$ cat src/rtl/axi_lite_read_arbiter.sv
// Round-robin arbiter sharing one AXI4-Lite read master among NUM_REQ local requesters.
// A four-state FSM sequences the AR, R and local response phases, one transaction at a time.
module axi_lite_read_arbiter #(
  parameter int NUM_REQ            = 4,
  parameter int C_M_AXI_DATA_WIDTH = 32,
  parameter int C_M_AXI_ADDR_WIDTH = 4,
  parameter int CNT_WIDTH          = 8
) (
  input  logic                                    aclk,
  input  logic                                    aresetn,
  input  logic [NUM_REQ-1:0]                      req_valid,
  input  logic [NUM_REQ*C_M_AXI_ADDR_WIDTH-1:0]   req_addr,
  input  logic [NUM_REQ*3-1:0]                    req_prot,
  output logic [NUM_REQ-1:0]                      req_ready,
  output logic [NUM_REQ-1:0]                      rsp_valid,
  input  logic [NUM_REQ-1:0]                      rsp_ready,
  output logic [C_M_AXI_DATA_WIDTH-1:0]           rsp_data,
  output logic [1:0]                              rsp_resp,
  output logic [C_M_AXI_ADDR_WIDTH-1:0]           m_araddr,
  output logic [2:0]                              m_arprot,
  output logic                                    m_arvalid,
  input  logic                                    m_arready,
  input  logic [C_M_AXI_DATA_WIDTH-1:0]           m_rdata,
  input  logic [1:0]                              m_rresp,
  input  logic                                    m_rvalid,
  output logic                                    m_rready,
  output logic [$clog2(NUM_REQ)-1:0]              grant_id,
  output logic                                    busy,
  output logic [CNT_WIDTH-1:0]                    err_count,
  output logic [CNT_WIDTH-1:0]                    txn_count
);

  localparam int AW = C_M_AXI_ADDR_WIDTH;
  localparam int DW = C_M_AXI_DATA_WIDTH;
  localparam int IW = $clog2(NUM_REQ);

  typedef enum logic [1:0] {
    IDLE = 2'd0,
    ADDR = 2'd1,
    DATA = 2'd2,
    RESP = 2'd3
  } state_e;

  state_e               state_q, state_d;
  logic [IW-1:0]        ptr_q, ptr_d;
  logic [IW-1:0]        grant_q, grant_d;
  logic [AW-1:0]        araddr_q, araddr_d;
  logic [2:0]           arprot_q, arprot_d;
  logic                 arvalid_q, arvalid_d;
  logic                 rready_q, rready_d;
  logic [NUM_REQ-1:0]   rsp_valid_q, rsp_valid_d;
  logic [DW-1:0]        rsp_data_q, rsp_data_d;
  logic [1:0]           rsp_resp_q, rsp_resp_d;
  logic [CNT_WIDTH-1:0] err_q, err_d;
  logic [CNT_WIDTH-1:0] txn_q, txn_d;
  logic                 busy_q, busy_d;

  logic                 any_req_s;
  logic [IW-1:0]        gnt_idx_s;
  logic [IW:0]          cand_s;
  logic [NUM_REQ-1:0]   req_ready_s;

  // Round-robin search starting one past the last grant, wrapping modulo NUM_REQ.
  always_comb begin
    any_req_s = 1'b0;
    gnt_idx_s = {IW{1'b0}};
    cand_s    = {(IW+1){1'b0}};
    for (int k = 1; k <= NUM_REQ; k++) begin
      cand_s = {1'b0, ptr_q} + (IW+1)'(k);
      cand_s = (cand_s >= (IW+1)'(NUM_REQ)) ? (cand_s - (IW+1)'(NUM_REQ)) : cand_s;
      if (!any_req_s && req_valid[cand_s[IW-1:0]]) begin
        any_req_s = 1'b1;
        gnt_idx_s = cand_s[IW-1:0];
      end else begin
        any_req_s = any_req_s;
      end
    end
  end

  // Next-state and next-output logic for the read sequencing FSM.
  always_comb begin
    state_d     = state_q;
    ptr_d       = ptr_q;
    grant_d     = grant_q;
    araddr_d    = araddr_q;
    arprot_d    = arprot_q;
    arvalid_d   = arvalid_q;
    rready_d    = rready_q;
    rsp_valid_d = rsp_valid_q;
    rsp_data_d  = rsp_data_q;
    rsp_resp_d  = rsp_resp_q;
    err_d       = err_q;
    txn_d       = txn_q;
    req_ready_s = {NUM_REQ{1'b0}};

    case (state_q)
      IDLE: begin
        if (any_req_s) begin
          req_ready_s[gnt_idx_s] = 1'b1;
          araddr_d  = req_addr[int'(gnt_idx_s)*AW +: AW];
          arprot_d  = req_prot[int'(gnt_idx_s)*3 +: 3];
          grant_d   = gnt_idx_s;
          ptr_d     = gnt_idx_s;
          arvalid_d = 1'b1;
          state_d   = ADDR;
        end else begin
          state_d   = IDLE;
        end
      end
      ADDR: begin
        // R beats cannot legally precede the AR handshake, so m_rvalid is not looked at here.
        if (arvalid_q && m_arready) begin
          arvalid_d = 1'b0;
          rready_d  = 1'b1;
          state_d   = DATA;
        end else begin
          state_d   = ADDR;
        end
      end
      DATA: begin
        if (m_rvalid) begin
          rsp_data_d           = m_rdata;
          rsp_resp_d           = m_rresp;
          rready_d             = 1'b0;
          rsp_valid_d          = {NUM_REQ{1'b0}};
          rsp_valid_d[grant_q] = 1'b1;
          if ((m_rresp != 2'b00) && (err_q != {CNT_WIDTH{1'b1}})) begin
            err_d = err_q + CNT_WIDTH'(1);
          end else begin
            err_d = err_q;
          end
          state_d = RESP;
        end else begin
          state_d = DATA;
        end
      end
      RESP: begin
        // Only the granted requester's rsp_ready completes the transaction.
        if (rsp_ready[grant_q]) begin
          rsp_valid_d = {NUM_REQ{1'b0}};
          txn_d       = txn_q + CNT_WIDTH'(1);
          state_d     = IDLE;
        end else begin
          state_d     = RESP;
        end
      end
      default: begin
        state_d     = IDLE;
        arvalid_d   = 1'b0;
        rready_d    = 1'b0;
        rsp_valid_d = {NUM_REQ{1'b0}};
      end
    endcase

    busy_d = (state_d != IDLE);
  end

  // State and output registers with synchronous active-low reset.
  always_ff @(posedge aclk) begin
    if (!aresetn) begin
      state_q     <= IDLE;
      ptr_q       <= IW'(NUM_REQ - 1);
      grant_q     <= {IW{1'b0}};
      araddr_q    <= {AW{1'b0}};
      arprot_q    <= 3'b000;
      arvalid_q   <= 1'b0;
      rready_q    <= 1'b0;
      rsp_valid_q <= {NUM_REQ{1'b0}};
      rsp_data_q  <= {DW{1'b0}};
      rsp_resp_q  <= 2'b00;
      err_q       <= {CNT_WIDTH{1'b0}};
      txn_q       <= {CNT_WIDTH{1'b0}};
      busy_q      <= 1'b0;
    end else begin
      state_q     <= state_d;
      ptr_q       <= ptr_d;
      grant_q     <= grant_d;
      araddr_q    <= araddr_d;
      arprot_q    <= arprot_d;
      arvalid_q   <= arvalid_d;
      rready_q    <= rready_d;
      rsp_valid_q <= rsp_valid_d;
      rsp_data_q  <= rsp_data_d;
      rsp_resp_q  <= rsp_resp_d;
      err_q       <= err_d;
      txn_q       <= txn_d;
      busy_q      <= busy_d;
    end
  end

  assign req_ready = req_ready_s;
  assign rsp_valid = rsp_valid_q;
  assign rsp_data  = rsp_data_q;
  assign rsp_resp  = rsp_resp_q;
  assign m_araddr  = araddr_q;
  assign m_arprot  = arprot_q;
  assign m_arvalid = arvalid_q;
  assign m_rready  = rready_q;
  assign grant_id  = grant_q;
  assign busy      = busy_q;
  assign err_count = err_q;
  assign txn_count = txn_q;

endmodule

$ cat config.mk
export PLATFORM = sky130hd
export DESIGN_NAME = axi_lite_read_arbiter
export DESIGN_NICKNAME = d
export VERILOG_FILES = /design/src/rtl/axi_lite_read_arbiter.sv
export SDC_FILE = /design/constraint.sdc
export NUM_CORES = 1
export LEC_CHECK = 0
export ABC_CLOCK_PERIOD_IN_PS = 1680
export CORE_MARGIN = 2
export CORE_UTILIZATION = 38
export DETAILED_ROUTE_END_ITERATION = 7
export HOLD_SLACK_MARGIN = 0.1
export PLACE_DENSITY = 0.77
export SYNTH_ARGS = -nofsm -noshare
export SYNTH_HDL_FRONTEND = slang
export SYNTH_SLANG_ARGS = --single-unit
export TNS_END_PERCENT = 50
$ cat constraint.sdc
create_clock -name aclk -period 1.68 [get_ports aclk]
set_input_delay 0.168 -clock aclk [delete_from_list [all_inputs] [get_ports aclk]]
set_output_delay 0.168 -clock aclk [all_outputs]
set_load 0.01 [all_outputs]
* After elaboration in Yosys (flattened, before gate mapping)
Index checks and enable logic that the tools add are counted.
Operators by class: $add $sub $neg 10, eq/ne operators 8, multiplexer cells 42, multipliers 1, shift operators 2, magnitude comparators 12, reduce and logical (&&, ||, !) cells 23
Operator list (count):
- $mux W2 | 10
- $lt A2 B3 Y1 const B | 6
- $mux W1 | 17
- $add A8 B1 Y8 const B | 2
- $mux W4 | 4
- $shiftx A16 B5 Y4 | 1
- $ge A3 B3 Y1 const B | 4
- $reduce_and A3 Y1 | 4
- $shiftx A12 B5 Y3 | 1
- $bmux W1 S2 | 5
- $reduce_bool A2 Y1 | 5
- $ne A2 B2 Y1 const B | 4
- $ne A8 B8 Y1 const B | 1
- $pmux W2 S4 | 1
- $pmux W4 S2 | 1
- $sub A2 B1 Y2 const B | 4
- $logic_and A1 B1 Y1 | 7
- $add A2 B2 Y3 const B | 2
- $reduce_and A2 Y1 | 3
- $demux W1 S2 | 2
- $eq A2 B2 Y1 const B | 2
- $ge A2 B1 Y1 const B | 2
- $mul A2 B2 Y4 const B | 1
- $pmux W1 S2 | 2
- other kinds (5) | 7
Storage, ports and cells: input bits 74, logic and storage cells 111, output and inout port bits 70, register bits after elaboration 70

* Logic depth before layout (Yosys ltp)
Gate-level depths: netlist of run 1.
depth after elaboration 21, gate-level depth with buffers 8, mapped depth without buffers 6

* Least setup slack after synthesis of run 1
Ideal clock, no wire load.
kind register to register, start register grant_q[0] (netlist: grant_id[0]), end register txn_q[3] (netlist: txn_count[3]), stages on the path, launching flop included 7, setup slack -0.034 ns, buffers on the path 1, clock period less this slack 1.714 ns, library setup time 0.115 ns, arrival 1.599 ns, required time 1.565 ns, path through dfxtp_1 mux4_2 and3_4 buf_6 nand4_1 xnor2_1 and2_1
Between the ends: longest elaborated chain between the ends 3
RTL lines:
- start, declared | line 46 | logic [IW-1:0] grant_q, grant_d;
- start signal, assigned | line 163 | grant_q <= {IW{1'b0}};
- start signal, assigned | line 177 | grant_q <= grant_d;
- $bmux W1 S2 | line 139 | if (rsp_ready[grant_q]) begin
- $mux W1 (implied by the code) | line 139
- $reduce_and A2 Y1 (no source line)
- end signal, assigned | line 172 | txn_q <= {CNT_WIDTH{1'b0}};
- end signal, assigned | line 186 | txn_q <= txn_d;
- end, declared | line 55 | logic [CNT_WIDTH-1:0] txn_q, txn_d;
No other way between the ends. The select of a mux whose other input is x is not followed. A chain may end at the register's enable or synchronous reset.

* Worst setup path in the final report of run 1
start register ptr_q[1], end output req_ready[1]
Between the ends: longest elaborated chain between the ends 21, elaborated cells between the ends (all ways) 45, those cells by class add/sub (8); order compare (6); mux (24); reduce/logical (7)
RTL lines:
- start, declared | line 45 | logic [IW-1:0] ptr_q, ptr_d;
- start signal, assigned | line 162 | ptr_q <= IW'(NUM_REQ - 1);
- start signal, assigned | line 176 | ptr_q <= ptr_d;
- $add A2 B1 Y3 | line 69 | cand_s = {1'b0, ptr_q} + (IW+1)'(k);
- $ge A3 B3 Y1 / $sub A2 B1 Y2 (equally long branches) | line 70 | cand_s = (cand_s >= (IW+1)'(NUM_REQ)) ? (cand_s - (IW+1)'(NUM_REQ)) : cand_s;
- $mux W2 | line 70
- $bmux W1 S2 | line 71 | if (!any_req_s && req_valid[cand_s[IW-1:0]]) begin
- $mux W1 (implied by the code) | line 71
- $mux W1 | line 71
- $logic_not A1 Y1 | line 71
- $logic_and A1 B1 Y1 | line 71
- [5 not listed]
- $logic_and A1 B1 Y1 | line 71
- $mux W2 | line 71
- $lt A2 B3 Y1 (implied by the code) / $ge A2 B1 Y1 (equally long branches) | line 99 | req_ready_s[gnt_idx_s] = 1'b1;
- $logic_and A1 B1 Y1 (implied by the code) | line 99
- $mux W1 (implied by the code) | line 99
- $demux W1 S2 | line 99
- $mux W4 * | line 98 | if (any_req_s) begin
- $mux W4 * | line 96 | case (state_q)
- end, declared | line 14 | output logic [NUM_REQ-1:0] req_ready,
Mark *: on every way between the ends. The rest lies on a longest branch, timed or not. The select of a mux whose other input is x is not followed.

==> results.cfg, run 1 <==
[run_status]
status = finished with violations
violations = negative setup slack

[final_layout]
area_growth_pct = 60.1
fillCellCount = 693
fin_util_pct = 62.2
finalNonFillerCells = 631
drive_gt1_share_pct = 12.7
multi_input_area_um2 = 1660
regArea_um2 = 1410
diodes = 0
fin_nets = 597

[floorplanning]
die_w_um = 95.2
ios = 144
start_util_pct = 38.9
core_area_um2 = 8130
row_count = 33
die_area_um2 = 9070
fp.dieH_um = 95.2

[sta]
hold_viol_final = 0
worstMarginPinSlew_ps = 386
skew_ps = 11.2
hold_ws_ps = 263
post-route-min-period_ps = 1750
slew_viol_final = 0
setup_viol = 4
fmax_mhz = 573
grt_setup_unrepaired = yes
fin_ws_ps = -66.3
period_share_pct = 104
max-slew-margin-rel_pct = 74.0

[setup_path]
timing.rr.end = m_arprot[0]
reg2reg_from = ptr_q[1]
regToRegSetupSlack_ps = 60
cp-end-kind = primary output
path_max_fanout = 6
crit_type = reg -> out
r2r_cells = 7
start_kind = register
cp.arrival_ps = 1580
worstPathRequired_ps = 1510

[synthesis]
synth_top_cell_by_area = dfxtp_1
synth_top_area_share_pct = 44.3
ys.warnings.count = 0
syn_area_per_cell_um2 = 8.83
synthesis.area_um2 = 3160
synth.top_cells.by_count = nand2_1, dfxtp_1, a21boi_0, mux2i_1, nand3_1
async_flop_share_pct = 0
synth.distinct_cells = 47
syn-instance-count = 358
yosysMostFrequentCell = nand2_1
synth_edf_count = 0
ys_seq_area_share_pct = 44.3
synthTopCellsByArea = dfxtp_1, nand2_1, a21boi_0, mux2i_1, and2_1
synth_flop_cell = dfxtp_1
synth_fp_nets = 434
ys_ff_latch = 70

[clock_network]
cts-root-buf = clkbuf_8
hold_buffers = 0
clock-sinks = 70
clock_path_buffers = 2
clkLatencyLatePin_ps = 330
clk_pin_slew_ps = 70
numCtsBuffers = 9
cts_tree = yes
h-tree-depth = 3

[global_route]
grt_pass1_vias = 2797
grt_pass1_wl_um = 13200
grt_max_degree = 34
antenna_found_initial = 0
grtUsageTotal_pct = 18.5
grt-ovfl-total = 0

[pwr]
peakVddDrop_mv = 0.322
power.total_w = 0.00365
p_leak_nw = 1.90
power_density_nw_per_um2 = 721

[placement]
dp_slack_ps = -611
dpl.hpwl_um = 6320
portBuffers = 143
place_inst = 612
place_congestion = 0.833

[routing]
drt_first_pass_iters = 4
wl_per_cell_um = 13.5
avgViaCountPerCell = 4.87
antenna_left = 0
drtIter0Drc = 101
drc = 0
num_vias = 3074
wl_um = 8510

[min_path]
worstHoldPathType = in -> reg
hold_path_end = rsp_data[1]
holdPathStages = 2
hold_start = aresetn

[run]
drv_cap = 0
[worst max-delay path by stage]
stage | startpoint | to | cells after the start
3_5_place_dp | req_valid[0] | req_ready[3] | 7
3_3_place_gp | req_valid[0] | req_ready[3] | 7
5_1_grt | ptr_q[1] | req_ready[0] | 6
6_report | ptr_q[1] | req_ready[1] | 6
2_1_floorplan | grant_id[0] | txn_count[3] | 6
4_1_cts | ptr_q[1] | req_ready[1] | 6
[kinds of logic after synthesis]
logic type	Yosys count	share of synthesized area (%)
muxes	17	5.78
adders and majority gates	2	0.791
xor gates and xnor gates	12	3.32
DFF	70	44.3
and+or+nand+nor	159	23.8
buffers and inverters	26	4.79
AOI/OAI and AO/OA	72	17.2
[registers in the layout (all words and copies together), names as in the netlist]
| register | flops |
|---|---|
| rsp_resp | 2 |
| state_q | 2 |
| ptr_q | 2 |
| rsp_valid | 4 |
| rsp_data | 32 |
| m_araddr | 4 |
| m_arvalid | 1 |
| m_arprot | 3 |
| grant_id | 2 |
| m_rready | 1 |
| txn_count | 8 |
| err_count | 8 |
| busy | 1 |
[area by class of cell]
type / count / share of cell area (%)
inverter: 4 / 0.297
tap: 105 / 2.60
sequential: 70 / 27.8
clock buffer: 12 / 2.87
multi-input combinational: 262 / 32.7
timing repair buffer: 174 / 33.3
clock inverter: 4 / 0.445
[metal layers]
metal	track usage, %	wire [um]	part of all wire [%]
met3	5.93	767	9.0
met5	0	0	0
met1	22.2	3620	42
met2	31.0	3980	47
met4	6.52	146	1.7
[critical path: stages (launching register included)]
cell and delay (ps):
dfxtp_4 360, o211ai_1 80, o21ai_1 80, a311o_1 320, buf_6 140, and3_4 160, buf_6 110
[through the flow]
step                      cell area, um2  setup TNS (ps)
after floorplan                     3160               0
after global placement              4810           -5830
after detailed placement            4810           -7170
after CTS                           5030            -288
after global routing                5060            -862
final                               5060            -233
[power breakdown]
part,switching (W),internal (W)
clock,0.000607,0.000570
combinational,0.000284,0.000435
sequential,0.0000370,0.00172
[repair_timing]
item | in CTS | in global routing
buffers inserted | 3 | 0
resized for setup | 34 | 8
pin swaps | 5 | 0
endpoints found under the setup margin | 11 | 17
[placed cells by master, fill, tap and decap left out, types with 8 or more instances in the layout]
cell type        count
xnor2_1              9
o21ai_0              8
nor2_1              10
buf_4               25
dfxtp_1             68
mux2i_1             16
and2_1              15
clkdlybuf4s50_1    134
nand3_1             15
a21boi_0            36
nand2_1             84
clkbuf_8            10
Note: power is estimated with default switching activity, not from simulation.
==> inputs of run 2 (changes only) <==
--- a/config.mk
+++ b/config.mk
@@ -6,9 +6,12 @@
 export NUM_CORES = 1
 export LEC_CHECK = 0
 export ABC_CLOCK_PERIOD_IN_PS = 1680
+export CAP_MARGIN = 5
 export CORE_MARGIN = 2
 export CORE_UTILIZATION = 38
+export CTS_BUF_LIST = sky130_fd_sc_hd__clkbuf_8 sky130_fd_sc_hd__clkbuf_16
 export DETAILED_ROUTE_END_ITERATION = 7
+export GPL_ROUTABILITY_DRIVEN = 0
 export HOLD_SLACK_MARGIN = 0.1
 export PLACE_DENSITY = 0.77
 export SYNTH_ARGS = -nofsm -noshare
==> run 2 against run 1 <==
Net effect: critical path type unchanged; register-to-register slack barely moved; the run still ends with negative setup slack left; critical endpoint unchanged; global-route usage did not move; wire length barely moved; utilization did not move.
==> results.cfg, run 2 (synthesis results as in run 1) <==
[pwr]
p_int_w = 0.00271
peakVddDrop_mv = 0.322
seqPwrFrac_pct = 48.2
sw_frac_of_total_pct = 25.5
netSwitchingPower_w = 0.000929
clock_power_share_pct = 32.1
power_density_nw_per_um2 = 719
combPwrFrac_pct = 19.8
p_leak_nw = 1.91

[final_layout]
drive_gt1_share_pct = 12.7
final_cell_mix = clkdlybuf4s50_1, nand2_1, dfxtp_1
area_growth_pct = 60.1
fin_area_um2 = 5060
fin_nets = 597
diodes = 0
mostFrequentLayoutCell = clkdlybuf4s50_1
finalNonFillerCells = 631
largest_reg_flops = 32

[sta]
max-slew-margin-rel_pct = 74.0
grt_setup_unrepaired = yes
post-route-min-period_ps = 1750
fin_ws_ps = -66.2
skew_ps = 11.2
worstMarginPinSlew_ps = 386
period_share_pct = 104
setup_viol = 4
slew_viol_final = 0
fmax_mhz = 573
hold_viol_final = 0

[clock_network]
clock_path_buffers = 2
clk_pin_slew_ps = 80
clkLatencyLatePin_ps = 330
h-tree-depth = 3
clock-sinks = 70
numCtsBuffers = 9
hold_buffers = 0
cts_tree = yes
cts-root-buf = clkbuf_8

[routing]
drt_first_pass_iters = 4
wl_per_cell_um = 13.5
antenna_left = 0
wl_um = 8500
drtIter0Drc = 104
num_vias = 3076
avgViaCountPerCell = 4.87
drc = 0

[setup_path]
worstPathRequired_ps = 1510
cp-end-kind = primary output
cp_cell_sequence = o211ai_1 -> o21ai_1 -> a311o_1 -> buf_6 -> and3_4 -> buf_6
path_max_fanout = 6
crit_family = compound AO/OA/AOI/OAI gates
reg2reg_from = ptr_q[1]
timing.rr.end = m_arprot[0]
regToRegSetupSlack_ps = 60
r2r_cells = 7
start_kind = register
slowest_stage = dfxtp_4
cp.arrival_ps = 1580
crit_type = reg -> out
crit_buf_inv = 2
worst_path_most_repeated_cell = buf_6
crit_path_max_incr_delay_ps = 360

[floorplanning]
core_area_um2 = 8130
start_util_pct = 38.9
die_w_um = 95.2
row_count = 33
die_area_um2 = 9070
ios = 144
fp.dieH_um = 95.2

[min_path]
hold_path_end = rsp_data[1]
worstHoldPathType = in -> reg
hold_start = aresetn
holdPathStages = 2

[global_route]
grt_pass1_vias = 2797
grt_max_degree = 34
grtUsageTotal_pct = 18.5
grt-ovfl-total = 0
antenna_found_initial = 0
grt_pass1_wl_um = 13200

[placement]
dp_slack_ps = -611
place_inst = 612
dpl.hpwl_um = 6320
portBuffers = 143
place_area_um2 = 4810

[run_status]
status = finished with violations
violations = negative setup slack

[run]
drv_cap = 0
[run 2: changes by cell type in the layout (fill, tap and decap cells not counted)]
| cell | previous run | this run |
|---|---|---|
| inv_1 | 4 | 6 |
| clkbuf_1 | 2 | 0 |
[run 2: final cells by class]
class	count	area, um2
multi-input cells	262	1660
fillers	693	3070
clock buffers	10	138
repair buffers	174	1690
clock inverters	6	30.0
well taps	105	131
flip-flops and latches	70	1410
inverters	4	15.0
[run 2: how the worst max path moves through the flow]
stage,slack (ps),start,depth (start not counted),to
after global placement,-570,req_valid[0],7,req_ready[3]
after detailed placement,-610,req_valid[0],7,req_ready[3]
after floorplan,50,grant_id[0],6,txn_count[3]
after CTS,-80,ptr_q[1],6,req_ready[1]
final,-70,ptr_q[1],6,req_ready[1]
after global routing,-150,ptr_q[1],6,req_ready[0]
[run 2: metrics by stage]
stage	hold slack (ps)	total power (W)	setup TNS [ps]	util, %
after floorplan	313	0.00207	0	-
after global placement	449	0.00246	-5830	59.1
after detailed placement	456	0.00247	-7170	59.1
after CTS	257	0.00366	-288	61.9
after global routing	275	0.00380	-862	62.2
final	262	0.00364	-232	62.2
[run 2: power groups by stage]
| stage | Clock (W) | Combinational [W] | Sequential, W |
|---|---|---|---|
| after detailed placement | 0 | 0.000678 | 0.00179 |
| after global placement | 0 | 0.000667 | 0.00179 |
| after CTS | 0.00119 | 0.000715 | 0.00175 |
| final | 0.00117 | 0.000719 | 0.00175 |
| after global routing | 0.00126 | 0.000778 | 0.00176 |
| after floorplan | 0 | 0.000270 | 0.00181 |
[run 2: timing repair]
action | 4_1_cts | 5_1_grt
resized for setup | 34 | 8
pin swaps | 5 | 0
endpoints found under the setup margin | 11 | 17
setup buffers | 3 | 0
[run 2: per-layer routing]
metal / wire length [um] / GRT usage (%) / vias to the layer above / share of wire [%]
li1: - / - / 1556 / -
met1: 3610 / 22.2 / 1382 / 42
met2: 3980 / 31.0 / 124 / 47
met3: 767 / 5.93 / 14 / 9.0
met4: 146 / 6.52 / 0 / 1.7
met5: 0 / 0 / - / 0
